**config.mk**
```make
export PLATFORM = sky130hd
export DESIGN_NAME = encoder_nbits_serial
export DESIGN_NICKNAME = d
export VERILOG_FILES = /design/src/rtl/enc_pkg.sv /design/src/rtl/prio_enc_nbits.sv /design/src/rtl/encoder_nbits_serial.sv
export SDC_FILE = /design/constraint.sdc
export NUM_CORES = 1
export LEC_CHECK = 0
export ABC_AREA = 1
export CAP_MARGIN = 10
export CORE_AREA = 5 5 70 72
export CTS_CLUSTER_SIZE = 20
export DETAILED_ROUTE_END_ITERATION = 6
export DIE_AREA = 0 0 75 77
export HOLD_SLACK_MARGIN = 0.1
export RECOVER_POWER = 25
export SLEW_MARGIN = 20
export SYNTH_ARGS = -nofsm -noshare
export SYNTH_HDL_FRONTEND = slang
export SYNTH_SLANG_ARGS = --single-unit
export TNS_END_PERCENT = 1
```
**constraint.sdc**
```tcl
create_clock -name i_clk -period 1.45 [get_ports i_clk]
set_clock_uncertainty 0.05 [all_clocks]
set_input_delay 0.29 -clock i_clk [delete_from_list [all_inputs] [get_ports i_clk]]
set_output_delay 0.29 -clock i_clk [all_outputs]
set_load 0.005 [all_outputs]
```
**src/rtl/enc_pkg.sv**
```systemverilog
// Shared types and constants for the serial priority encoder.
// ENC_MSB_FIRST_EN selects highest-set-bit-first service order.
package enc_pkg;

  typedef enum logic {IDLE, SERVE} state_t;

  function automatic int w_of(input int n);
    return 1 << n;
  endfunction

`ifdef ENC_MSB_FIRST_EN
  localparam bit MSB_FIRST = 1'b1;
`else
  localparam bit MSB_FIRST = 1'b0;
`endif

endpackage

```
**src/rtl/prio_enc_nbits.sv**
```systemverilog
// Combinational W-to-N priority encoder; direction follows enc_pkg::MSB_FIRST.
// Zero latency, no flow control; o_any flags a non-empty vector.
module prio_enc_nbits
  import enc_pkg::*;
#(
  parameter  int N = 3,
  localparam int W = w_of(N)
) (
  input  logic [W-1:0] i_vec,
  output logic [N-1:0] o_idx,
  output logic         o_any
);

  // The last matching assignment wins, so scan order sets the priority.
  always_comb begin
    o_idx = '0;
    o_any = |i_vec;
    if (MSB_FIRST) begin
      for (int i = 0; i < W; i++) begin
        if (i_vec[i]) o_idx = N'(i);
      end
    end else begin
      for (int i = W - 1; i >= 0; i--) begin
        if (i_vec[i]) o_idx = N'(i);
      end
    end
  end

endmodule

```
**src/rtl/encoder_nbits_serial.sv**
```systemverilog
// Serialises a captured 2^N-bit request vector into N-bit indices (ENC_MSB_FIRST_EN: descending).
// First index one cycle after load, one per handshake; o_Y/o_valid hold under backpressure.
module encoder_nbits_serial
  import enc_pkg::*;
#(
  parameter  int N = 3,
  localparam int W = w_of(N)
) (
  input  logic         i_clk,
  input  logic         i_rst_n,
  input  logic [W-1:0] i_A,
  input  logic         i_EN,
  output logic         o_ready,
  output logic [N-1:0] o_Y,
  output logic         o_valid,
  input  logic         i_ready,
  output logic         o_zero
);

  state_t         r_state;
  logic [W-1:0]   r_pend;
  logic [N-1:0]   r_Y;
  logic           r_valid;
  logic           r_zero;

  logic [N-1:0]   w_a_idx;
  logic           w_a_any;
  logic [N-1:0]   w_p_idx;
  logic           w_p_any;
  logic [W-1:0]   w_a_clr;
  logic [W-1:0]   w_p_clr;
  logic           w_hs;

  prio_enc_nbits #(.N(N)) u_cap_enc (
    .i_vec (i_A),
    .o_idx (w_a_idx),
    .o_any (w_a_any)
  );

  prio_enc_nbits #(.N(N)) u_pend_enc (
    .i_vec (r_pend),
    .o_idx (w_p_idx),
    .o_any (w_p_any)
  );

  assign w_a_clr = i_A    & ~(W'(1) << w_a_idx);
  assign w_p_clr = r_pend & ~(W'(1) << w_p_idx);
  assign w_hs    = r_valid & i_ready;

  always_ff @(posedge i_clk or negedge i_rst_n) begin
    if (!i_rst_n) begin
      r_state <= IDLE;
      r_pend  <= '0;
      r_Y     <= '0;
      r_valid <= 1'b0;
      r_zero  <= 1'b0;
    end else begin
      r_zero <= 1'b0;
      case (r_state)
        IDLE: begin
          if (i_EN) begin
            if (w_a_any) begin
              r_pend  <= w_a_clr;
              r_Y     <= w_a_idx;
              r_valid <= 1'b1;
              r_state <= SERVE;
            end else begin
              r_zero <= 1'b1;
            end
          end
        end
        SERVE: begin
          if (w_hs) begin
            if (w_p_any) begin
              r_Y    <= w_p_idx;
              r_pend <= w_p_clr;
            end else begin
              r_Y     <= '0;
              r_valid <= 1'b0;
              r_state <= IDLE;
            end
          end
        end
        default: r_state <= IDLE;
      endcase
    end
  end

  assign o_ready = (r_state == IDLE);
  assign o_Y     = r_Y;
  assign o_valid = r_valid;
  assign o_zero  = r_zero;

endmodule

```
==> flow_metrics.tcl, run 1 <==
set metrics [dict create \
    cts_tree "built" \
    ios 18 \
    drc 0 \
    power_density_nw_per_um2 1764 \
    fill_cells 453 \
    max-vdd-ir-drop_uv 526.8 \
    grt_setup_unrepaired "yes" \
    synth_nets 154 \
    first_iter_violations 34 \
    synth_cells 142 \
    wl_um 2622 \
    cap_violations 0 \
    reg2reg_from "r_pend[7]$_DFFE_PN0P_" \
    cts.reportedPaths.clkPinSlew_ps 60 \
    outcome "finished, final reports clean" \
    gp_congestion 0.8083 \
    cts_root_buffer "clkbuf_8" \
    ys_top_cells_by_area "dfrtp_1 (35%), nand2_1 (18%), inv_1 (8.9%)" \
    final-seq-area_um2 350.3 \
    crit_fanout 1 \
    timing.final.max_slew_violations 0 \
    timing.final.ws_setup_ps 49.01 \
    worst_slew_pin_slew_ps 775.5 \
    cp-start-kind "register" \
    grt_pass1_vias 943 \
    die_h_um 77 \
    pre_cts_ws_ps -365.4 \
    slew_headroom_pct 48.30 \
    cts_hold_buf 0 \
    h-tree-depth 1 \
    synth-edff-count 0 \
    clk-insertion-delay-late_ps 250 \
    firstDrtPassIters 4 \
    start_util_pct 23.82 \
    placed_area_um2 1360 \
    fin_crit_ps 1401 \
    ys_ff_latch 14 \
    swShare_pct 44.70 \
    hold_ws_ps 430.9 \
    numCtsBuffers 3 \
    grt_pass1_wl_um 4236 \
    rows 24 \
    critical_path.endpoint_type "primary output" \
    ys_warn_count 0 \
    grt-ovfl-total 0 \
    routedWlPerCell_um 11.16 \
    startpoint "o_zero$_DFF_PN0_" \
    dp.cells 227 \
    yosysSeqAreaShare_pct 34.74 \
    grt_max_degree 15 \
    antenna_found_initial 0 \
    layout-drive-gt1-share_pct 34.43 \
    vias 1017 \
    crit_family "buffers and inverters" \
    final_cells 235 \
    hp-start "i_A[3]" \
    core_area_um2 4234 \
    fin_nets 196 \
    final_common_cell "nand2_1" \
    setup_viol 0 \
    yosys.area.top_type "dfrtp_1" \
    ant_nets 0 \
    final_cell_mix "nand2_1 (44), buf_4 (20), inv_1 (14), dfrtp_1 (14), dlygate4sd2_1 (12)" \
    finalHoldViolCount 0 \
    fp.dieW_um 75 \
    power.share.clock_pct 15.0 \
    holdCritPathClass "primary input to register" \
    multi_input_area_um2 625.6 \
    postSynthAreaPerCell_um2 7.102 \
    synth_top_area_share_pct 34.74 \
    worstPathArrival_ps 1060 \
    critPathKind "register to primary output" \
    n_antenna_cell 0 \
    fin_crit_sh_pct 96.62 \
    cp_cell_sequence "clkdlybuf4s50_1" \
    io_buffers 17 \
    routed_via_density 4.328 \
    dieArea_um2 5775 \
    synth_ff_type "dfrtp_1" \
    slowest_delay_ps 490 \
    worst_path_max_delay_cell "clkdlybuf4s50_1" \
    cts_buffer_depth 2 \
    seqPwrFrac_pct 25.2 \
    place_hpwl_um 1975 \
    synthToLayoutAreaGrowth_pct 49.01 \
    clock-sinks 14 \
    synth_cell_types 23 \
    p_comb_share_pct 59.8 \
    switchingPower_uw 1185 \
    synthArstFlopShare_pct 100.0 \
    max_clock_freq_mhz 713.8 \
    synth_area_um2 1008 \
    final_area_um2 1503 \
    gr-usage-all-layers_pct 9.475 \
    report.power.total_uw 2650 \
    crit_buf_inv 1 \
    required_ps 1110 \
    power.internal_uw 1466 \
    power_leakage_uw 0.0007493 \
]
-- stage by stage --
step | util [%] | TNS, ps
detailed placement | 32.12 | -3951
global route | 35.49 | -407.3
finish | 35.49 | 0
CTS | 33.66 | 0
global placement | 32.12 | -3944
floorplan | - | 0
-- layout make-up --
| class | count | area share (%) |
|---|---|---|
| inverters | 25 | 6.328 |
| clock buffers | 4 | 3.664 |
| flip-flops and latches | 14 | 23.31 |
| well taps | 52 | 4.330 |
| multi-input cells | 102 | 41.63 |
| repair buffers | 38 | 20.73 |
-- sequential cells by signal, summed over array words and instances (netlist names) --
signal and flops:
r_state 1, o_zero 1, o_valid 1, o_Y 3, r_pend 8
-- cell families (layout without fill, tap and decap cells) --
family,Yosys count,count (layout),share of synthesized area [%]
muxes,1,1,0.9926
AOI/OAI and AO/OA,13,13,8.808
buffers and inverters,26,67,10.55
DFF,14,14,34.74
and+or+nand+nor,88,88,44.91
-- Yosys cell counts, types with 2 or more instances --
library cell / number
nand3_1: 12
nor2_1: 11
inv_1: 24
dfrtp_1: 14
nor2_2: 2
o21ai_0: 5
nand4_1: 3
a21oi_1: 2
nand2_1: 49
o211ai_1: 2
nor2_4: 5
nor3_1: 2
-- layer usage --
layer | global-route usage [%] | up-vias | wire, um
met3 | 1.176 | 5 | 118
met1 | 12.01 | 458 | 1147
li1 | - | 528 | -
met4 | 4.270 | 0 | 49
met2 | 15.59 | 26 | 1307
met5 | 0 | - | 0
-- repair_timing --
item                                   in CTS  in global routing
resized for setup                          21                 26
setup endpoints to repair                  16                 10
setup buffers                               2                  3
pin swaps                                   2                  9
endpoints found under the hold margin       0                  0
-- power groups by stage --
stage               combinational, uW  clock [uW]  sequential [uW]
finish                           1580         398              669
global route                     1770         419              691
CTS                              1330         396              642
detailed placement               1290           0              645
global placement                 1290           0              641
floorplan                         857           0              635
-- path summary, 6_finish.rpt --
kind / end / slack [ps] / cells past startpoint
worst max-delay path: o_zero / 50 / 1
worst min-delay path: r_pend[3]$_DFFE_PN0P_ / 430 / 3
worst max register to register: r_pend[5]$_DFFE_PN0P_ / 50 / 11
worst min register to register: o_valid$_DFFE_PN0P_ / 450 / 2
max in group asynchronous: o_Y[2]$_DFFE_PN0P_ / 290 / 2
min in group asynchronous: r_pend[0]$_DFFE_PN0P_ / 570 / 2
(Power assumes the default switching activity.)
==> run 2, diff against run 1 <==
CORE_AREA = 2 2 67 69   (was 5 5 70 72)
DIE_AREA = 0 0 69 71   (was 0 0 75 77)
==> flow_metrics.tcl, run 2 (synthesis gave the netlist of run 1 again) <==
set metrics [dict create \
    drc 0 \
    firstDrtPassIters 4 \
    clock-sinks 14 \
    antenna_found_initial 0 \
    cp-start-kind "register" \
    first_iter_violations 26 \
    critPathKind "register to register" \
    ant_nets 0 \
    slew_headroom_pct 49.52 \
    die_h_um 71 \
    regMostFlops "r_pend" \
    power_leakage_uw 0.0007810 \
    critical_path.endpoint_type "register" \
    fin_crit_sh_pct 96.52 \
    gp_congestion 0.7941 \
    setup_viol 0 \
    grt_pass1_vias 978 \
    max_clock_freq_mhz 714.6 \
    n_antenna_cell 0 \
    max-vdd-ir-drop_uv 401.1 \
    finalHoldViolCount 0 \
    fp.dieW_um 69 \
    core_area_um2 4204 \
    routed_via_density 4.258 \
    grt_max_degree 15 \
    fin_nets 195 \
    largest_reg_flops 8 \
    required_ps 1530 \
    clk-insertion-delay-late_ps 240 \
    power_density_nw_per_um2 1610 \
    layout-drive-gt1-share_pct 29.28 \
    dieArea_um2 4899 \
    worstPathArrival_ps 1480 \
    cts.reportedPaths.clkPinSlew_ps 60 \
    worst_slew_pin_slew_ps 757.2 \
    timing.final.ws_setup_ps 50.52 \
    cts_buffer_depth 2 \
    fin_crit_ps 1399 \
    routedWlPerCell_um 10.90 \
    timing.final.max_slew_violations 0 \
    outcome "finished, final reports clean" \
    cts_root_buffer "clkbuf_8" \
    h-tree-depth 1 \
    rows 24 \
    cts_tree "built" \
    grt-ovfl-total 0 \
    pre_cts_ws_ps -410.4 \
    grt_pass1_wl_um 4450 \
    holdCritPathClass "primary input to register" \
    synthToLayoutAreaGrowth_pct 46.28 \
    cts_hold_buf 0 \
    vias 992 \
    final_common_cell "nand2_1" \
    io_buffers 17 \
    ios 18 \
    crit_fanout 2 \
    cap_violations 0 \
    report.power.total_uw 2375 \
    final_cell_mix "nand2_1 (43), buf_4 (17), inv_1 (16)" \
    start_util_pct 23.99 \
    final_util_pct 35.09 \
    grt_setup_unrepaired "yes" \
    gr-usage-all-layers_pct 11.48 \
    wl_um 2539 \
    numCtsBuffers 3 \
    place_hpwl_um 1972 \
]
## run 2: cell count changes in the layout (fill, tap and decap cells not counted), moves of 3 or more
cell	before	now
buf_4	20	17
dlygate4sd2_1	12	5
nor2_1	6	10
dlymetal6s2s_1	1	8
nor2_4	8	5
## run 2: stage by stage
| stage | instances | TNS [ps] | hold WS, ps | instance area [um^2] |
|---|---|---|---|---|
| 2_1_floorplan | 142 | 0 | -55.59 | 1008 |
| 3_3_place_gp | 227 | -4005 | 442.7 | 1360 |
| 3_5_place_dp | 227 | -4289 | 445.0 | 1360 |
| 4_1_cts | 231 | 0 | 320.6 | 1414 |
| 5_1_grt | 233 | -338.6 | 334.8 | 1475 |
| 6_report | 233 | 0 | 296.8 | 1475 |
## run 2: worst paths after layout
kind,from,end,slack (ps),cells past startpoint
worst max-delay path,r_pend[6]$_DFFE_PN0P_,r_state$_DFF_PN0_,50,8
worst min-delay path,i_A[3],r_pend[3]$_DFFE_PN0P_,300,3
worst max register to register,r_pend[6]$_DFFE_PN0P_,r_state$_DFF_PN0_,50,8
worst min register to register,r_pend[2]$_DFFE_PN0P_,r_pend[2]$_DFFE_PN0P_,450,2
max in group asynchronous,i_rst_n,r_pend[5]$_DFFE_PN0P_,320,2
min in group asynchronous,i_rst_n,r_pend[1]$_DFFE_PN0P_,510,2
## run 2: worst max-delay path, stage by stage, from the launching register on
cell     delay, ps
dfrtp_1        380
nor2_1         100
inv_1           80
nor3_4         160
inv_1           90
nor2_2         130
inv_1           70
o21ai_0        150
nand2_1         70
## run 2: power breakdown
part           total (uW)  internal [uW]  switching [uW]
clock                 315            184             131
combinational        1390            617             773
sequential            670            548             122
total                2370           1350            1030
## run 2: cell type report
| cell class | count | area (um^2) |
|---|---|---|
| flip-flops and latches | 14 | 351.6 |
| repair buffers | 37 | 337.8 |
| multi-input cells | 102 | 580.6 |
| well taps | 52 | 65.06 |
| inverters | 25 | 98.84 |
| fillers | 464 | 2729 |
| clock buffers | 3 | 41.29 |
## run 2: routing by layer
| layer | routed length [um] | part of all wire (%) | track usage (%) | vias to the layer above |
|---|---|---|---|---|
| li1 | - | - | - | 522 |
| met1 | 1177 | 46 | 14.84 | 437 |
| met2 | 1171 | 46 | 17.52 | 26 |
| met3 | 102 | 4.0 | 1.852 | 7 |
| met4 | 88 | 3.5 | 8.061 | 0 |
| met5 | 0 | 0 | 0 | - |
## run 2: what timing repair did
action	in CTS	in global routing
buffers inserted	1	2
setup endpoints to repair	16	15
resized for setup	12	24
pin swaps	2	9
==> run 3, diff against run 2 <==
--- a/constraint.sdc
+++ b/constraint.sdc
@@ -3,3 +3,3 @@
 set_input_delay 0.29 -clock i_clk [delete_from_list [all_inputs] [get_ports i_clk]]
 set_output_delay 0.29 -clock i_clk [all_outputs]
-set_load 0.005 [all_outputs]
+set_load 0.05 [all_outputs]
==> flow_metrics.tcl, run 3 (synthesis gave the netlist of run 1 again) <==
set metrics [dict create \
    report.power.total_uw 2765 \
    firstDrtPassIters 4 \
    cts_root_buffer "clkbuf_8" \
    final_cell_mix "nand2_1 (47), inv_1 (18), buf_4 (15)" \
    clk-insertion-delay-late_ps 260 \
    critical_path.endpoint_type "register" \
    die_h_um 71 \
    worst_path_max_delay_cell "dfrtp_1" \
    dieArea_um2 4899 \
    routedWlPerCell_um 10.18 \
    vias 980 \
    ios 18 \
    r2r_cells 10 \
    cp-start-kind "register" \
    required_ps 1600 \
    cts.reportedPaths.clkPinSlew_ps 60 \
    antenna_found_initial 0 \
    drc 0 \
    power_leakage_uw 0.0007425 \
    slew_headroom_pct 48.38 \
    io_buffers 17 \
    grt-ovfl-total 0 \
    cts_buffer_depth 2 \
    crit_fanout 4 \
    rrSetupSlack_ps 100 \
    clock-sinks 14 \
    fin_crit_ps 1350 \
    regMostFlops "r_pend" \
    n_antenna_cell 0 \
    start_util_pct 23.99 \
    cts_tree "built" \
    hold_depth 3 \
    hp-start "i_A[3]" \
    core_area_um2 4204 \
    gp_congestion 0.8099 \
    grt_pass1_vias 921 \
    rows 24 \
    setup_viol 0 \
    numCtsBuffers 3 \
    cp_cell_sequence "nor2_1 > inv_1 > nor3_2 > buf_4 > nor2_1 > nor2_1 > nor2_4 > nand2_1 > nand2_1 > nand2_1" \
    ant_nets 0 \
    startpoint "r_pend[6]$_DFFE_PN0P_" \
    crit_buf_inv 2 \
    timing.final.max_slew_violations 0 \
    hold_end "r_pend[3]$_DFFE_PN0P_" \
    max-vdd-ir-drop_uv 490.4 \
    crit_family "simple AND/OR/NAND/NOR gates" \
    reg2reg_from "r_pend[6]$_DFFE_PN0P_" \
    setup_tns_ps 0 \
    max_clock_freq_mhz 740.8 \
    holdCritPathClass "primary input to register" \
    layout-drive-gt1-share_pct 27.93 \
    final-seq-area_um2 350.3 \
    grt_setup_unrepaired "yes" \
    grt_max_degree 15 \
    cap_violations 0 \
    final_common_cell "nand2_1" \
    worstPathArrival_ps 1500 \
    routed_via_density 4.242 \
    finalHoldViolCount 0 \
    multi_input_area_um2 570.5 \
    r2r_end "r_pend[4]$_DFFE_PN0P_" \
    gr-usage-all-layers_pct 10.95 \
    outcome "finished, final reports clean" \
    slowest_delay_ps 380 \
    power_density_nw_per_um2 1848 \
    place_hpwl_um 1914 \
    grt_pass1_wl_um 4236 \
    final_util_pct 35.60 \
    largest_reg_flops 8 \
    critPathKind "register to register" \
    fill_cells 451 \
    worst_slew_pin_slew_ps 774.3 \
    fp.dieW_um 69 \
    first_iter_violations 49 \
    fin_crit_sh_pct 93.10 \
    h-tree-depth 1 \
    fin_nets 192 \
    wl_um 2352 \
    synthToLayoutAreaGrowth_pct 48.39 \
]
## run 3: metrics by stage
stage	instances	hold slack, ps	worst slack [ps]	instance area, um^2
after CTS	231	310.0	10.88	1486
after detailed placement	226	440.6	-324.0	1416
after floorplan	142	-55.59	11.33	1012
after global placement	226	433.4	-343.5	1416
after global routing	231	433.4	-21.18	1496
final	231	404.8	100.1	1496
## run 3: worst max path at each step
| stage | to | slack, ps | cells past startpoint |
|---|---|---|---|
| after floorplan | r_pend[6]$_DFFE_PN0P_ | 10 | 7 |
| after detailed placement | r_pend[3]$_DFFE_PN0P_ | -320 | 10 |
| final | r_pend[4]$_DFFE_PN0P_ | 100 | 10 |
| after global routing | r_pend[4]$_DFFE_PN0P_ | -20 | 10 |
| after global placement | r_pend[6]$_DFFE_PN0P_ | -340 | 10 |
| after CTS | r_pend[6]$_DFFE_PN0P_ | 10 | 10 |
## run 3: final cells by class
| cell class | count | area share, % |
|---|---|---|
| repair buffers | 34 | 23.83 |
| well taps | 52 | 4.348 |
| multi-input cells | 102 | 38.13 |
| inverters | 25 | 6.605 |
| clock buffers | 4 | 3.679 |
| flip-flops and latches | 14 | 23.41 |
## run 3: routing by layer
| layer | track usage [%] | vias up | part of all wire, % |
|---|---|---|---|
| li1 | - | 521 | - |
| met1 | 14.26 | 430 | 46 |
| met2 | 17.52 | 24 | 47 |
| met3 | 1.709 | 5 | 4.0 |
| met4 | 5.882 | 0 | 2.9 |
| met5 | 0 | - | 0 |
## run 3: power by group
| part | switching (uW) | total [uW] | internal, uW |
|---|---|---|---|
| combinational | 970 | 1690 | 716 |
| clock | 152 | 394 | 241 |
| sequential | 140 | 685 | 545 |
| total | 1260 | 2760 | 1500 |
## run 3: what timing repair did
item / 4_1_cts / 5_1_grt
resized for setup: 15 / 8
buffers inserted: 1 / 0
endpoints found under the setup margin: 10 / 11
pin swaps: 4 / 0
hold buffers: 0 / 0
## run 3: worst reg2reg max path, cell delays in order, from the launching register on
cell     delay (ps)
dfrtp_1         380
nor2_1          100
inv_1            70
nor3_2          120
buf_4           130
nor2_1           30
nor2_1          170
nor2_4           60
nand2_1          70
nand2_1          50
nand2_1          50
